## config.mk

```make
export PLATFORM = sky130hd
export DESIGN_NAME = proc_core_flat
export DESIGN_NICKNAME = d
export VERILOG_FILES = /design/src/rtl/proc_core_if.sv /design/src/rtl/proc_core.sv /design/src/flat_wrapper.sv
export SDC_FILE = /design/constraint.sdc
export NUM_CORES = 1
export LEC_CHECK = 0
export CORE_AREA = 2 2 178 180
export DETAILED_ROUTE_END_ITERATION = 8
export DIE_AREA = 0 0 180 182
export PLACE_DENSITY = 0.55
export SLEW_MARGIN = 10
export SYNTH_ARGS = -nofsm -noshare
export SYNTH_HDL_FRONTEND = slang
export SYNTH_SLANG_ARGS = --single-unit
```

## constraint.sdc

```tcl
create_clock -name clk -period 11.58 [get_ports clk]
set_input_delay 1.158 -clock clk [delete_from_list [all_inputs] [get_ports clk]]
set_output_delay 1.158 -clock clk [all_outputs]
set_load 0.02 [all_outputs]
```

## src/rtl/proc_core_if.sv

```systemverilog
// Memory-port bundle between one proc_core and its port on the shared memory subsystem.
// The core drives requests through the master modport; the memory answers through slave.
interface proc_core_if #(
    parameter int ADDR_W = 16
);
    logic              processor_req;
    logic              processor_resp;
    logic              mem_read_req;
    logic              mem_write_req;
    logic [ADDR_W-1:0] mem_addr;
    logic [15:0]       mem_write_data;
    logic [15:0]       mem_read_data;

    modport master (
        output processor_req,
        output mem_read_req,
        output mem_write_req,
        output mem_addr,
        output mem_write_data,
        input  processor_resp,
        input  mem_read_data
    );

    modport slave (
        input  processor_req,
        input  mem_read_req,
        input  mem_write_req,
        input  mem_addr,
        input  mem_write_data,
        output processor_resp,
        output mem_read_data
    );
endinterface

```

## src/rtl/proc_core.sv

```systemverilog
// Processing node: fetch/decode/execute FSM, 4-entry register file, ALU and memory front end.
// Define PROC_MUL_EN to build the 3-cycle multiplier for opcode 5; otherwise opcode 5 is illegal.
module proc_core #(
    parameter int ADDR_W = 16
) (
    input  logic            clk,
    input  logic            reset_n,
    proc_core_if.master     mem,
    output logic            halted,
    output logic            error
);
    localparam int DATA_W = 16;

    typedef enum logic [2:0] {
        S_FETCH,
        S_DECODE,
        S_EXEC,
        S_MEM,
        S_HALT
    } state_t;

    typedef enum logic [3:0] {
        OP_NOP   = 4'h0,
        OP_LDI   = 4'h1,
        OP_ADD   = 4'h2,
        OP_AND   = 4'h3,
        OP_XOR   = 4'h4,
        OP_MUL   = 4'h5,
        OP_LOAD  = 4'h6,
        OP_STORE = 4'h7,
        OP_HALT  = 4'h8
    } op_t;

    state_t            state;
    logic [ADDR_W-1:0] pc;
    logic [DATA_W-1:0] ir;
    logic [DATA_W-1:0] regs [4];

    logic              rd_req;
    logic              wr_req;
    logic [ADDR_W-1:0] addr_q;
    logic [DATA_W-1:0] wdata_q;

    logic              alu_start;
    op_t               alu_op;
    logic [DATA_W-1:0] alu_a;
    logic [DATA_W-1:0] alu_b;
    logic              alu_done;
    logic [DATA_W-1:0] alu_result;

    op_t               op;
    logic [1:0]        rd;
    logic [1:0]        rs;
    logic [7:0]        imm;

    assign op  = op_t'(ir[15:12]);
    assign rd  = ir[11:10];
    assign rs  = ir[9:8];
    assign imm = ir[7:0];

    assign mem.mem_read_req   = rd_req;
    assign mem.mem_write_req  = wr_req;
    assign mem.processor_req  = rd_req | wr_req;
    assign mem.mem_addr       = addr_q;
    assign mem.mem_write_data = wdata_q;

    // Requests are registered: every path into FETCH either raises the fetch
    // request directly or leaves FETCH to raise it on its first cycle.
    always_ff @(posedge clk or posedge reset_n) begin
        if (reset_n) begin
            state     <= S_FETCH;
            pc        <= '0;
            ir        <= '0;
            for (int unsigned i = 0; i < 4; i++) regs[i] <= '0;
            rd_req    <= 1'b0;
            wr_req    <= 1'b0;
            addr_q    <= '0;
            wdata_q   <= '0;
            halted    <= 1'b0;
            error     <= 1'b0;
            alu_start <= 1'b0;
            alu_op    <= OP_NOP;
            alu_a     <= '0;
            alu_b     <= '0;
        end else begin
            alu_start <= 1'b0;
            case (state)
                S_FETCH: begin
                    if (!rd_req) begin
                        rd_req <= 1'b1;
                        addr_q <= pc;
                    end else if (mem.processor_resp) begin
                        ir     <= mem.mem_read_data;
                        pc     <= pc + ADDR_W'(1);
                        rd_req <= 1'b0;
                        state  <= S_DECODE;
                    end
                end
                S_DECODE: begin
                    case (op)
                        OP_NOP: begin
                            rd_req <= 1'b1;
                            addr_q <= pc;
                            state  <= S_FETCH;
                        end
                        OP_LDI: begin
                            regs[rd] <= {8'h00, imm};
                            rd_req   <= 1'b1;
                            addr_q   <= pc;
                            state    <= S_FETCH;
                        end
`ifdef PROC_MUL_EN
                        OP_ADD, OP_AND, OP_XOR, OP_MUL: begin
`else
                        OP_ADD, OP_AND, OP_XOR: begin
`endif
                            alu_start <= 1'b1;
                            alu_op    <= op;
                            alu_a     <= regs[rd];
                            alu_b     <= regs[rs];
                            state     <= S_EXEC;
                        end
                        OP_LOAD: begin
                            rd_req <= 1'b1;
                            addr_q <= ADDR_W'(imm);
                            state  <= S_MEM;
                        end
                        OP_STORE: begin
                            wr_req  <= 1'b1;
                            addr_q  <= ADDR_W'(imm);
                            wdata_q <= regs[rd];
                            state   <= S_MEM;
                        end
                        OP_HALT: begin
                            halted <= 1'b1;
                            state  <= S_HALT;
                        end
                        default: begin
                            error  <= 1'b1;
                            halted <= 1'b1;
                            state  <= S_HALT;
                        end
                    endcase
                end
                S_EXEC: begin
                    if (alu_done) begin
                        regs[rd] <= alu_result;
                        rd_req   <= 1'b1;
                        addr_q   <= pc;
                        state    <= S_FETCH;
                    end
                end
                S_MEM: begin
                    if (mem.processor_resp) begin
                        if (rd_req) regs[rd] <= mem.mem_read_data;
                        rd_req <= 1'b0;
                        wr_req <= 1'b0;
                        state  <= S_FETCH;
                    end
                end
                S_HALT: begin
                    halted <= 1'b1;
                end
                default: state <= S_FETCH;
            endcase
        end
    end

`ifdef PROC_MUL_EN
    logic [DATA_W-1:0] mul_pp_lo;
    logic [7:0]        mul_pp_hi;
    logic [DATA_W-1:0] mul_sum;
    logic              mul_v1;
    logic              mul_v2;
`endif

    // Single-cycle ops answer one cycle after start; the multiplier splits the
    // low-16 product into two partial products, a sum stage and an output stage.
    always_ff @(posedge clk or posedge reset_n) begin
        if (reset_n) begin
            alu_done   <= 1'b0;
            alu_result <= '0;
`ifdef PROC_MUL_EN
            mul_pp_lo  <= '0;
            mul_pp_hi  <= '0;
            mul_sum    <= '0;
            mul_v1     <= 1'b0;
            mul_v2     <= 1'b0;
`endif
        end else begin
            alu_done <= 1'b0;
`ifdef PROC_MUL_EN
            mul_v1   <= 1'b0;
            mul_v2   <= mul_v1;
            mul_sum  <= mul_pp_lo + {mul_pp_hi, 8'h00};
            if (mul_v2) begin
                alu_result <= mul_sum;
                alu_done   <= 1'b1;
            end
`endif
            if (alu_start) begin
                case (alu_op)
                    OP_ADD: begin
                        alu_result <= alu_a + alu_b;
                        alu_done   <= 1'b1;
                    end
                    OP_AND: begin
                        alu_result <= alu_a & alu_b;
                        alu_done   <= 1'b1;
                    end
                    OP_XOR: begin
                        alu_result <= alu_a ^ alu_b;
                        alu_done   <= 1'b1;
                    end
`ifdef PROC_MUL_EN
                    OP_MUL: begin
                        mul_pp_lo <= alu_a * {8'h00, alu_b[7:0]};
                        mul_pp_hi <= alu_a[7:0] * alu_b[15:8];
                        mul_v1    <= 1'b1;
                    end
`endif
                    default: begin
                        alu_done <= 1'b0;
                    end
                endcase
            end
        end
    end
endmodule

```

## src/flat_wrapper.sv

```systemverilog
// flat-port wrapper written by rule: the top's interface ports become plain ports
module proc_core_flat 
#(
    parameter int ADDR_W = 16
)
  (clk, reset_n, halted, error, mem_processor_req, mem_mem_read_req, mem_mem_write_req, mem_mem_addr, mem_mem_write_data, mem_processor_resp, mem_mem_read_data);
  proc_core_if #(.ADDR_W(ADDR_W)) mem_i ();
  input  logic clk;
  input  logic reset_n;
  output logic halted;
  output logic error;
  output wire logic [$bits(mem_i.processor_req)-1:0] mem_processor_req;
  output wire logic [$bits(mem_i.mem_read_req)-1:0] mem_mem_read_req;
  output wire logic [$bits(mem_i.mem_write_req)-1:0] mem_mem_write_req;
  output wire logic [$bits(mem_i.mem_addr)-1:0] mem_mem_addr;
  output wire logic [$bits(mem_i.mem_write_data)-1:0] mem_mem_write_data;
  input wire logic [$bits(mem_i.processor_resp)-1:0] mem_processor_resp;
  input wire logic [$bits(mem_i.mem_read_data)-1:0] mem_mem_read_data;
  assign mem_processor_req = mem_i.processor_req;
  assign mem_mem_read_req = mem_i.mem_read_req;
  assign mem_mem_write_req = mem_i.mem_write_req;
  assign mem_mem_addr = mem_i.mem_addr;
  assign mem_mem_write_data = mem_i.mem_write_data;
  assign mem_i.processor_resp = mem_processor_resp;
  assign mem_i.mem_read_data = mem_mem_read_data;
  proc_core #(.ADDR_W(ADDR_W)) u_core (.clk(clk), .reset_n(reset_n), .mem(mem_i), .halted(halted), .error(error));
endmodule
```

==> results.json, run 1 <==
{
  "ant_nets": 0,
  "power.density_nw_per_um2": 114.7,
  "cts_setup_buffers": 0,
  "postSynthNetCount": 806,
  "clock_sinks": 189,
  "die_y_um": 182,
  "yosysTopAreaCell": "dfrtp_1",
  "critPathMaxStageDelay_ns": 0.78,
  "syn_area_sq_um": 9447,
  "critical_path.startpoint": "mem_processor_resp",
  "hold_path_class": "reg2reg",
  "crit_buf_inv": 1,
  "die_w_um": 180,
  "cts.reportedPaths.clkPinSlew_ns": 0.08,
  "antennaDiodeCount": 0,
  "grt_setup_unrepaired": "no",
  "gr-total-overflow": 0,
  "hp-start": "u_core.pc[15]",
  "timing.fmax_mhz": 289.3,
  "cp_top_family": "simple AND/OR/NAND/NOR gates",
  "grt.total_usage_pct": 14.06,
  "dp_hpwl_mm": 15.09,
  "status": "complete, no violations",
  "wl_per_cell_um": 18.22,
  "synth_area_leaders": "dfrtp_1 50%, mux2_2 15%, mux4_2 7.6%",
  "grt_pass1_wl_mm": 36.36,
  "final_util_pct": 35.48,
  "tightest_slew_ns": 1.038,
  "synth_top_area_share_pct": 50.07,
  "cts_hold_buf": 0,
  "ys_async_sr_fraction_pct": 100.0,
  "wirelength_mm": 22.29,
  "worstSetupPathType": "in2reg",
  "finalClockSkew_ns": 0.01348,
  "drc": 0,
  "ir_worst_vdd_v": 0.00008553,
  "cp-start-kind": "input port",
  "cts_max_path_buffers": 2,
  "setup-tns-final_ns": 0,
  "cts_resized": 0,
  "root_buffer": "clkbuf_16",
  "grt_pass1_vias": 6396,
  "min_period_over_period_pct": 29.85,
  "ys_warn_count": 0,
  "pwr-share-clk_pct": 45.8,
  "htree_num_levels": 4,
  "drv_slew": 0,
  "relSlewSlack_pct": 30.65,
  "ys.flop_type": "dfrtp_1",
  "start_util_pct": 30.49,
  "leakage_uw": 0.004796,
  "internal_power_uw": 954.6,
  "drt-pass1-iter-count": 6,
  "postSynthCellCount": 769,
  "regToRegStartpoint": "u_core.state[0]",
  "ios": 56,
  "switching_power_uw": 306.7,
  "drt-initial-drc-count": 405,
  "core-area_sq_um": 30990,
  "seqPwrFrac_pct": 52.3,
  "ys_types": 62,
  "cts_tree": "yes",
  "slowest_stage": "nor2_2",
  "synth_edf_count": 0,
  "max_cap_viol_count": 0,
  "cp.arrival_ns": 3.77,
  "sw_frac_of_total_pct": 24.32,
  "fin_crit_ns": 3.457,
  "fillerInstances": 3005,
  "clk_latency_ns": 0.44,
  "area.growth.synth_to_final_pct": 16.37,
  "path_cells": "clkdlybuf4s50_1 > mux2_2 > nand2_1 > a2111oi_4 > nand2_1 > nor2_2 > mux2_2",
  "finalHoldViolations": 0,
  "grt_max_degree": 130,
  "antenna_found_initial": 0,
  "syn_area_per_cell_sq_um": 12.28,
  "required_ns": 11.89,
  "drive_gt1_share_pct": 26.43,
  "critPathCaptureType": "flop",
  "ys_seq_area_share_pct": 50.07,
  "combPwrFrac_pct": 1.9,
  "vias": 6165,
  "seq_area_sq_um": 4730,
  "place_congestion": 0.7816,
  "port-buffer-count": 55,
  "fp-row-count": 65,
  "multi_input_area_sq_um": 4469,
  "vias_per_cell": 5.041,
  "finalPower_uw": 1261,
  "ys_ff_latch": 189,
  "setup_viol": 0,
  "cts_buffers": 17,
  "final_nets": 845,
  "crit_fanout": 16,
  "dieArea_sq_um": 32760
}
[logic make-up after synthesis]
group | synth area share (%)
and+or+nand+nor | 8.941
AOI/OAI and AO/OA | 8.702
adders and majority gates | 2.464
muxes | 25.23
DFF | 50.07
xor gates and xnor gates | 1.669
buffers and inverters | 2.927
[worst register-to-register path, cell delays in order, from the launching register on]
cell       delay (ns)
dfrtp_1          0.36
buf_4            0.26
inv_1            0.23
nand3_1          0.20
a2111oi_4        0.52
nand2_1          0.13
nor2_2           0.78
mux2_2           0.42
[Yosys cell counts (6+ instances only)]
master,instances
o21ai_0,43
xnor2_1,12
nand3_1,17
mux4_2,32
nor3b_1,6
a21oi_1,22
nor3_1,10
clkbuf_1,29
ha_1,17
a22oi_1,7
inv_1,19
nand4_1,7
xor2_1,6
mux2_2,125
nand2_1,61
a31oi_1,11
mux2i_1,21
or3_1,6
buf_2,8
dfrtp_1,189
nor2_1,37
buf_1,6
[layout by cell type, fill, tap and decap left out, drive strengths merged, types with 6 or more instances in the layout]
master	count
a221oi	6
or3	6
ha	17
mux2i	21
clkbuf	18
nand3	18
a31oi	11
clkinv	6
nand2	61
a21oi	22
xor2	6
mux4	32
inv	25
nor3	10
xnor2	12
clkdlybuf4s50	55
nor2	40
nand4	7
a22oi	7
buf	11
nor3b	7
o21ai	43
dfrtp	189
mux2	129
[layout make-up]
type,count,share of cell area [%]
clock buffers,18,3.904
well taps,402,4.575
repair buffers,66,5.759
multi-input cells,515,40.66
flip-flops and latches,189,43.02
inverters,19,0.7171
clock inverters,14,1.366
[metal layers]
metal	up-vias	track usage, %	part of all wire, %
met4	0	4.358	1.4
met5	-	0	0
met1	3124	19.00	46
li1	2909	-	-
met3	22	2.647	4.2
met2	110	22.90	48
[path summary, 6_finish.rpt]
kind                                            to  cells after the start  slack, ns
max in group asynchronous   u_core.mem.mem_addr[2]                      3       8.99
min reg2reg                          u_core.pc[15]                      1       0.47
min                                  u_core.pc[15]                      1       0.47
max reg2reg                        u_core.regs[46]                      7       8.58
min in group asynchronous  u_core.mem.mem_addr[10]                      2       1.27
max                                u_core.regs[46]                      7       8.12
[stage by stage]
stage               instances  setup WS, ns  hold WS [ns]  cell area (sq um)
floorplan                 769         5.280        0.4413               9447
global placement         1191         7.696        0.4583              10410
detailed placement       1191         7.675        0.4652              10410
CTS                      1223         8.148        0.4779              10990
global route             1223         8.030        0.5070              10990
finish                   1223         8.123        0.4731              10990
[power groups by stage]
stage / Combinational, uW / Sequential (uW) / Clock, uW
3_5_place_dp: 25.5 / 673 / 0
2_1_floorplan: 11.0 / 673 / 0
5_1_grt: 27.5 / 660 / 621
3_3_place_gp: 25.5 / 673 / 0
4_1_cts: 25.6 / 660 / 597
6_report: 23.9 / 660 / 578
(Power assumes the default switching activity.)
==> inputs of run 2 (changes only) <==
--- a/config.mk
+++ b/config.mk
@@ -8,7 +8,7 @@
 export CORE_AREA = 2 2 178 180
 export DETAILED_ROUTE_END_ITERATION = 8
 export DIE_AREA = 0 0 180 182
-export PLACE_DENSITY = 0.55
+export PLACE_DENSITY = 0.56
 export SLEW_MARGIN = 10
 export SYNTH_ARGS = -nofsm -noshare
 export SYNTH_HDL_FRONTEND = slang
==> constraint.sdc (replaced) <==
create_clock -name clk -period 2.95 [get_ports clk]
set_input_delay 0.295 -clock clk [delete_from_list [all_inputs] [get_ports clk]]
set_output_delay 0.295 -clock clk [all_outputs]
set_load 0.02 [all_outputs]
==> results.json, run 2 (synthesis results as in run 1) <==
{
  "wirelength_mm": 21.86,
  "gr-total-overflow": 0,
  "antenna_found_initial": 0,
  "die_w_um": 180,
  "ant_nets": 0,
  "dieArea_sq_um": 32760,
  "leakage_uw": 0.004895,
  "required_ns": 3.24,
  "hold_path_class": "in2async",
  "place_congestion": 0.8419,
  "drt-initial-drc-count": 506,
  "stdcell_area_sq_um": 11160,
  "status": "complete, no violations",
  "finalClockSkew_ns": 0.01557,
  "root_buffer": "clkbuf_16",
  "vias": 6204,
  "cts_resized": 0,
  "vias_per_cell": 5.011,
  "crit_fanout": 4,
  "critPathCaptureType": "flop",
  "clock_sinks": 189,
  "wl_per_cell_um": 17.66,
  "cts_setup_buffers": 0,
  "die_y_um": 182,
  "setup-tns-final_ns": 0,
  "final_nets": 860,
  "clk_latency_ns": 0.44,
  "ios": 56,
  "grt.total_usage_pct": 13.87,
  "worstSetupPathType": "reg2reg",
  "layout_common_cells": "189 x dfrtp_1, 125 x mux2_2, 61 x nand2_1",
  "dpl_cell_area_sq_um": 10560,
  "tightest_slew_ns": 1.129,
  "layout_commonest_cell": "dfrtp_1",
  "cts.reportedPaths.clkPinSlew_ns": 0.07,
  "max_cap_viol_count": 0,
  "cts_tree": "yes",
  "dp_hpwl_mm": 15.05,
  "setup_viol": 0,
  "fp-row-count": 65,
  "ir_worst_vdd_v": 0.0003602,
  "port-buffer-count": 55,
  "htree_num_levels": 4,
  "cp.arrival_ns": 2.82,
  "cp-start-kind": "flop",
  "seq_area_sq_um": 4730,
  "cts_buffers": 17,
  "cts_max_path_buffers": 2,
  "drc": 0,
  "grt_setup_unrepaired": "no",
  "relSlewSlack_pct": 24.71,
  "power.density_nw_per_um2": 452.2,
  "core-area_sq_um": 30990,
  "grt_pass1_wl_mm": 36.08,
  "grt_pass1_vias": 6282,
  "timing.fmax_mhz": 395.2,
  "area.growth.synth_to_final_pct": 18.19,
  "fillerInstances": 3016,
  "drv_slew": 0,
  "min_period_over_period_pct": 85.77,
  "grt_max_degree": 120,
  "drt-pass1-iter-count": 4,
  "multi_input_area_sq_um": 4479,
  "antennaDiodeCount": 0,
  "finalHoldViolations": 0,
  "cts_hold_buf": 0,
  "fin_crit_ns": 2.530,
  "whs_ns": 0.3505,
  "drive_gt1_share_pct": 27.75,
  "start_util_pct": 30.49
}
-- run 2: changes by cell type in the layout (fill, tap and decap cells not counted), sizes merged --
cell    delta
bufinv     +1
buf       +15
clkinv     -2
inv        +1
-- run 2: per-stage QoR --
stage / std cells / utilization (%) / setup WS [ns] / total power (uW)
after global routing: 1238 / 36.03 / 0.2476 / 5242
after CTS: 1238 / 36.03 / 0.4019 / 5123
after floorplan: 769 / - / 0.2205 / 2687
final: 1238 / 36.03 / 0.4199 / 5049
after global placement: 1206 / 34.07 / 0.3699 / 2747
after detailed placement: 1206 / 34.07 / 0.3050 / 2748
-- run 2: final cells by class --
type | count | area share (%)
Multi-Input combinational cell | 515 | 40.12
Timing Repair Buffer | 81 | 6.903
Clock buffer | 18 | 3.934
Tap cell | 402 | 4.505
Inverter | 19 | 0.6724
Sequential cell | 189 | 42.36
Clock inverter | 14 | 1.502
-- run 2: per-layer routing --
metal | global-route usage (%) | wire length, um | vias to the layer above | part of all wire [%]
met3 | 2.587 | 702 | 20 | 3.2
met5 | 0 | 0 | - | 0
met1 | 19.64 | 10610 | 3169 | 49
li1 | - | - | 2931 | -
met2 | 21.89 | 10290 | 84 | 47
met4 | 3.610 | 261 | 0 | 1.2
-- run 2: critical path: stages, from the launching register on --
cell and delay, ns:
dfrtp_1 0.38, ha_1 0.24, fa_1 0.42, a21o_1 0.20
a21oi_1 0.30, o21ai_0 0.25, a311oi_1 0.36, xor2_1 0.16
o21ai_0 0.08
-- run 2: path summary, 6_finish.rpt --
kind | startpoint | endpoint | slack (ns) | depth (start not counted)
worst max-delay path | u_core.alu_b[0] | u_core.alu_result[14] | 0.42 | 8
worst min-delay path | reset_n | u_core.mem.mem_write_data[15] | 0.35 | 3
worst max register to register | u_core.alu_b[0] | u_core.alu_result[14] | 0.42 | 8
worst min register to register | u_core.pc[15] | u_core.pc[15] | 0.47 | 1
max in group asynchronous | reset_n | u_core.alu_b[3] | 2.00 | 3
min in group clk | u_core.pc[15] | u_core.pc[15] | 0.47 | 1
-- run 2: where the power goes --
group	internal, uW	leakage (uW)	switching (uW)	total [uW]
Sequential	2590	0.00258	1.19	2590
Combinational	32.0	0.00202	67.1	99.2
Clock	1240	0.000295	1120	2360
